[config.mk]
export PLATFORM = sky130hd
export DESIGN_NAME = down_counter_ctrl
export DESIGN_NICKNAME = d
export VERILOG_FILES = /design/src/rtl/down_counter_ctrl.sv
export SDC_FILE = /design/constraint.sdc
export NUM_CORES = 1
export LEC_CHECK = 0
export CAP_MARGIN = 20
export CORE_AREA = 2 2 39 41
export CTS_CLUSTER_SIZE = 16
export DETAILED_ROUTE_END_ITERATION = 8
export DIE_AREA = 0 0 41 43
export DONT_BUFFER_PORTS = 1
export GPL_ROUTABILITY_DRIVEN = 1
export GPL_TIMING_DRIVEN = 0
export RECOVER_POWER = 25
export SYNTH_ARGS = -nofsm -noshare
export SYNTH_HDL_FRONTEND = slang
export SYNTH_SLANG_ARGS = --single-unit
[constraint.sdc]
create_clock -name clk -period 2.39 [get_ports clk]
set_clock_uncertainty 0.1 [all_clocks]
set_input_delay 0.3585 -clock clk [delete_from_list [all_inputs] [get_ports clk]]
set_output_delay 0.3585 -clock clk [all_outputs]
set_load 0.02 [all_outputs]
[src/rtl/down_counter_ctrl.sv]
// down_counter_ctrl: sequencer that owns a WIDTH-bit down counter.
// A preload value is accepted over a valid/ready handshake. The count then
// runs on command at a rate set by a prescaler. It can be paused, resumed or
// aborted, and done pulses for one cycle when the count expires.
// Optional feature macro: DCNT_AUTO_RELOAD_EN. When it is defined, the
// sequencer reloads the last accepted preload after every done and keeps
// running until abort or rst.
// All outputs are registered. rst is synchronous and active-high.

module down_counter_ctrl #(
  parameter int WIDTH    = 4,
  parameter int PRESCALE = 1
) (
  input  logic             clk,
  input  logic             rst,
  input  logic             load_valid,
  output logic             load_ready,
  input  logic [WIDTH-1:0] load_value,
  input  logic             start,
  input  logic             pause,
  input  logic             abort,
  output logic [WIDTH-1:0] count,
  output logic             busy,
  output logic             done
);

  // The prescaler counts 0 .. PRESCALE-1. A tick happens on its last value.
  localparam int PW = (PRESCALE > 1) ? $clog2(PRESCALE) : 1;
  localparam logic [PW-1:0]    PRE_LAST = PW'(PRESCALE - 1);
  localparam logic [PW-1:0]    PRE_ONE  = PW'(1);
  localparam logic [PW-1:0]    PRE_ZERO = {PW{1'b0}};
  localparam logic [WIDTH-1:0] CNT_ONE  = WIDTH'(1);
  localparam logic [WIDTH-1:0] CNT_ZERO = {WIDTH{1'b0}};
  localparam logic [WIDTH-1:0] CNT_INIT = {WIDTH{1'b1}};

`ifdef DCNT_AUTO_RELOAD_EN
  localparam logic AUTO_RELOAD = 1'b1;
`else
  localparam logic AUTO_RELOAD = 1'b0;
`endif

  typedef enum logic [2:0] {
    S_IDLE  = 3'd0,
    S_ARMED = 3'd1,
    S_RUN   = 3'd2,
    S_HOLD  = 3'd3,
    S_DONE  = 3'd4
  } state_t;

  state_t           state_r;
  state_t           state_s;
  logic [WIDTH-1:0] count_r;
  logic [WIDTH-1:0] count_s;
  logic [PW-1:0]    pre_r;
  logic [PW-1:0]    pre_s;
  logic             done_r;
  logic             done_s;
  logic             busy_r;
  logic             busy_s;
  logic             ready_r;
  logic             ready_s;
  logic             handshake_s;
  logic [WIDTH-1:0] reload_s;

  // True when the prescaler sits on its final value, so the next run cycle decrements.
  function automatic logic is_tick(input logic [PW-1:0] pre);
    return (pre == PRE_LAST);
  endfunction

  // Busy covers RUN and HOLD. With auto-reload it also covers the DONE cycle.
  function automatic logic busy_of(input state_t st);
    logic b;
    case (st)
      S_RUN:   b = 1'b1;
      S_HOLD:  b = 1'b1;
      S_DONE:  b = AUTO_RELOAD;
      default: b = 1'b0;
    endcase
    return b;
  endfunction

  // A preload can only be accepted while the counter is not running.
  function automatic logic ready_of(input state_t st);
    logic r;
    case (st)
      S_IDLE:  r = 1'b1;
      S_ARMED: r = 1'b1;
      default: r = 1'b0;
    endcase
    return r;
  endfunction

`ifdef DCNT_AUTO_RELOAD_EN
  logic [WIDTH-1:0] reload_r;

  // The reload register follows every accepted preload.
  always_ff @(posedge clk) begin
    if (rst) begin
      reload_r <= CNT_ZERO;
    end else if (handshake_s) begin
      reload_r <= load_value;
    end else begin
      reload_r <= reload_r;
    end
  end

  assign reload_s = reload_r;
`else
  assign reload_s = CNT_ZERO;
`endif

  // The handshake is qualified by the registered ready, which is exactly what the host sees.
  assign handshake_s = load_valid && ready_r;

  // State register.
  always_ff @(posedge clk) begin
    if (rst) begin
      state_r <= S_IDLE;
    end else begin
      state_r <= state_s;
    end
  end

  // Next state and next datapath values. Priority is abort > pause > tick.
  always_comb begin
    state_s = state_r;
    count_s = count_r;
    pre_s   = pre_r;
    done_s  = 1'b0;
    case (state_r)
      S_IDLE: begin
        // start, pause and abort have no effect here.
        if (handshake_s) begin
          count_s = load_value;
          state_s = S_ARMED;
        end else begin
          state_s = S_IDLE;
        end
      end
      S_ARMED: begin
        if (abort) begin
          state_s = S_IDLE;
        end else if (handshake_s) begin
          // A new load replaces the armed value. A coincident start is dropped.
          count_s = load_value;
          state_s = S_ARMED;
        end else if (start) begin
          pre_s   = PRE_ZERO;
          state_s = S_RUN;
        end else begin
          state_s = S_ARMED;
        end
      end
      S_RUN, S_HOLD: begin
        // Leaving HOLD counts as a normal run cycle, so the prescaler resumes
        // on the release edge. The delay then equals the cycles paused.
        if (abort) begin
          state_s = S_IDLE;
        end else if (pause) begin
          state_s = S_HOLD;
        end else if (count_r == CNT_ZERO) begin
          done_s  = 1'b1;
          state_s = S_DONE;
        end else if (is_tick(pre_r)) begin
          count_s = count_r - CNT_ONE;
          pre_s   = PRE_ZERO;
          state_s = S_RUN;
        end else begin
          pre_s   = pre_r + PRE_ONE;
          state_s = S_RUN;
        end
      end
      S_DONE: begin
        if (abort) begin
          state_s = S_IDLE;
        end else if (AUTO_RELOAD) begin
          count_s = reload_s;
          pre_s   = PRE_ZERO;
          state_s = S_RUN;
        end else begin
          state_s = S_IDLE;
        end
      end
      default: begin
        state_s = S_IDLE;
      end
    endcase
    busy_s  = busy_of(state_s);
    ready_s = ready_of(state_s);
  end

  // Datapath and output registers. Outputs are decoded from the next state so they line up with it.
  always_ff @(posedge clk) begin
    if (rst) begin
      count_r <= CNT_INIT;
      pre_r   <= PRE_ZERO;
      done_r  <= 1'b0;
      busy_r  <= 1'b0;
      ready_r <= 1'b1;
    end else begin
      count_r <= count_s;
      pre_r   <= pre_s;
      done_r  <= done_s;
      busy_r  <= busy_s;
      ready_r <= ready_s;
    end
  end

  assign count      = count_r;
  assign busy       = busy_r;
  assign done       = done_r;
  assign load_ready = ready_r;

endmodule

==> impl_metrics.json <==
{
  "rows": 14,
  "cp_slowest_cell": "or4b_4",
  "final_cell_mix": "dfxtp_1 (10), nand2_1 (6), nor2_1 (5)",
  "io_pins": 17,
  "r2r_slack_ns": 0.57,
  "worstSetupEndpointType": "flop",
  "synth_edf_count": 0,
  "setup_violations": 0,
  "hold_viol": 0,
  "final_antenna_net_count": 0,
  "synth.distinct_cells": 28,
  "drtPass1Iterations": 4,
  "status": "complete, no violations",
  "ir_drop_mv": 0.228,
  "antenna_found_initial": 0,
  "cts_sinks": 10,
  "insertion_delay_ns": 0.27,
  "syn_area_per_cell_um2": 9.06,
  "critPathLaunchType": "flop",
  "crit_arrival_ns": 1.86,
  "grt_pass1_vias": 450,
  "crit_end": "load_ready",
  "dp_hpwl_um": 847,
  "seq_area_um2": 200,
  "hold_path.class": "in -> reg",
  "worstSetupStartpoint": "count[0]",
  "fin_crit_ns": 1.82,
  "cts_tree": "built",
  "p_total_mw": 0.343,
  "layout_commonest_cell": "dfxtp_1",
  "path_cells": "inv_1 -> ha_1 -> or4b_4 -> nor4_1 -> nor2_1",
  "multi_input_area_um2": 308,
  "cts-hold-fix-buffers": 0,
  "slew_headroom_pct": 71.4,
  "wl_per_cell_um": 15.1,
  "htreeDepth": 1,
  "diodes": 0,
  "timing.hold.ws_ns": 0.0627,
  "syn_nets": 71,
  "crit_required_ns": 2.44,
  "cts_made_buffers": 3,
  "start_util_pct": 38.6,
  "fillCellCount": 150,
  "cts_root_buf": "clkbuf_4",
  "worst_slew_pin_slew_ns": 0.429,
  "fin_util_pct": 41.7,
  "area_growth_pct": 7.96,
  "yosysSeqAreaShare_pct": 37.5,
  "gp_congestion": 0.836,
  "die_w_um": 41,
  "r2r-start": "count[0]",
  "portBuffers": 0,
  "vias_per_cell": 6.01,
  "synth_cells": 59,
  "fin_crit_sh_pct": 76.0,
  "grt_pass1_wl_mm": 1.88,
  "postCtsSetupRepairBufs": 0,
  "maxSlewViolCount": 0,
  "grt_max_degree": 11,
  "drv_cap": 0,
  "netlist_area_um2": 534,
  "dieArea_um2": 1760,
  "rsz0062_at_grt": "no",
  "ctsResizeCount": 0,
  "layout-drive-gt1-share_pct": 19.4,
  "cts.clk_slew.worst_paths_ns": 0.06,
  "num_vias": 469,
  "powerDensity_nw_per_um2": 594,
  "ys.flop_type": "dfxtp_1",
  "cts_max_path_buffers": 2,
  "ys_async_sr_fraction_pct": 0,
  "setup_tns_ns": 0,
  "grt_overflow": 0,
  "grt_usage_pct": 16.7,
  "p_leak_nw": 0.215,
  "cp_max_fo": 4,
  "rr_worst_depth": 5,
  "worstSetupPathType": "reg -> reg",
  "yosysWarnings": 0,
  "layout.nets": 76,
  "first_iter_violations": 13,
  "synth_seq_cells": 10,
  "wl_mm": 1.18,
  "fmax_ghz": 0.551,
  "core-area_um2": 1380,
  "die_h_um": 43,
  "route.detailed.drc": 0,
  "r2r_end": "load_ready",
  "max_stage_delay_ns": 0.48
}
==> layer usage <==
metal | part of all wire (%) | up-vias | global-route usage, %
met5 | 0 | - | 0
met3 | 6.2 | 5 | 5.24
met4 | 4.0 | 0 | 14.0
met1 | 45 | 220 | 20.4
li1 | - | 231 | -
met2 | 45 | 13 | 22.5
==> where the power goes <==
group / switching [mW] / internal, mW
registers: 0.0153 / 0.174
logic: 0.0199 / 0.0178
clock network: 0.0571 / 0.0582
==> cell usage after synthesis, drive strengths merged (2+ instances only) <==
cell	count	area share, %
ha	2	4.7
a311oi	2	3.3
inv	3	2.1
or2b	2	2.8
a211o	2	3.3
a31oi	4	4.7
dfxtp	10	37
and2b	2	3.3
nor4	4	4.7
nor2	5	3.5
nand2	6	4.2
o22ai	2	3.5
==> final cells by class <==
class,count,area share (%)
Clock buffer,3,3.90
Sequential cell,10,34.7
Tap cell,16,3.47
Buffer,2,2.60
Inverter,3,1.95
Multi-Input combinational cell,44,53.4
==> how the worst min path moves through the flow <==
stage,start,endpoint,slack (ns),depth (start not counted)
3_3_place_gp,abort,done,0.34,1
3_5_place_dp,abort,done,0.34,1
2_1_floorplan,abort,done,0.34,1
6_report,abort,done,0.06,1
5_1_grt,abort,done,0.05,1
4_1_cts,abort,done,0.06,1
==> registers in the layout (all words and copies together), names as in the netlist <==
name and count:
busy 1, count 4, state_r 3, load_ready 1, done 1
==> stage by stage <==
step	std cells	area, um^2	worst slack [ns]
3_5_place_dp	75	554	0.576
2_1_floorplan	59	534	0.753
6_report	78	577	0.574
4_1_cts	78	577	0.557
5_1_grt	78	577	0.405
3_3_place_gp	75	554	0.622
==> cells by family (layout without fill, tap and decap cells) <==
logic type | count (synthesis) | in the layout | synth area share, %
DFF | 10 | 10 | 37.5
AOI/OAI and AO/OA | 17 | 17 | 24.6
and+or+nand+nor | 25 | 25 | 28.3
buffers and inverters | 5 | 8 | 4.92
adders and majority gates | 2 | 2 | 4.68
==> worst max-delay path: cells and delay by family (launching register included) <==
family | cells | cell delay [ns]
buffers and inverters | 1 | 0.13
adders and majority gates | 1 | 0.17
DFF | 1 | 0.39
and+or+nand+nor | 3 | 0.90
Note: power is estimated with default switching activity, not from simulation.
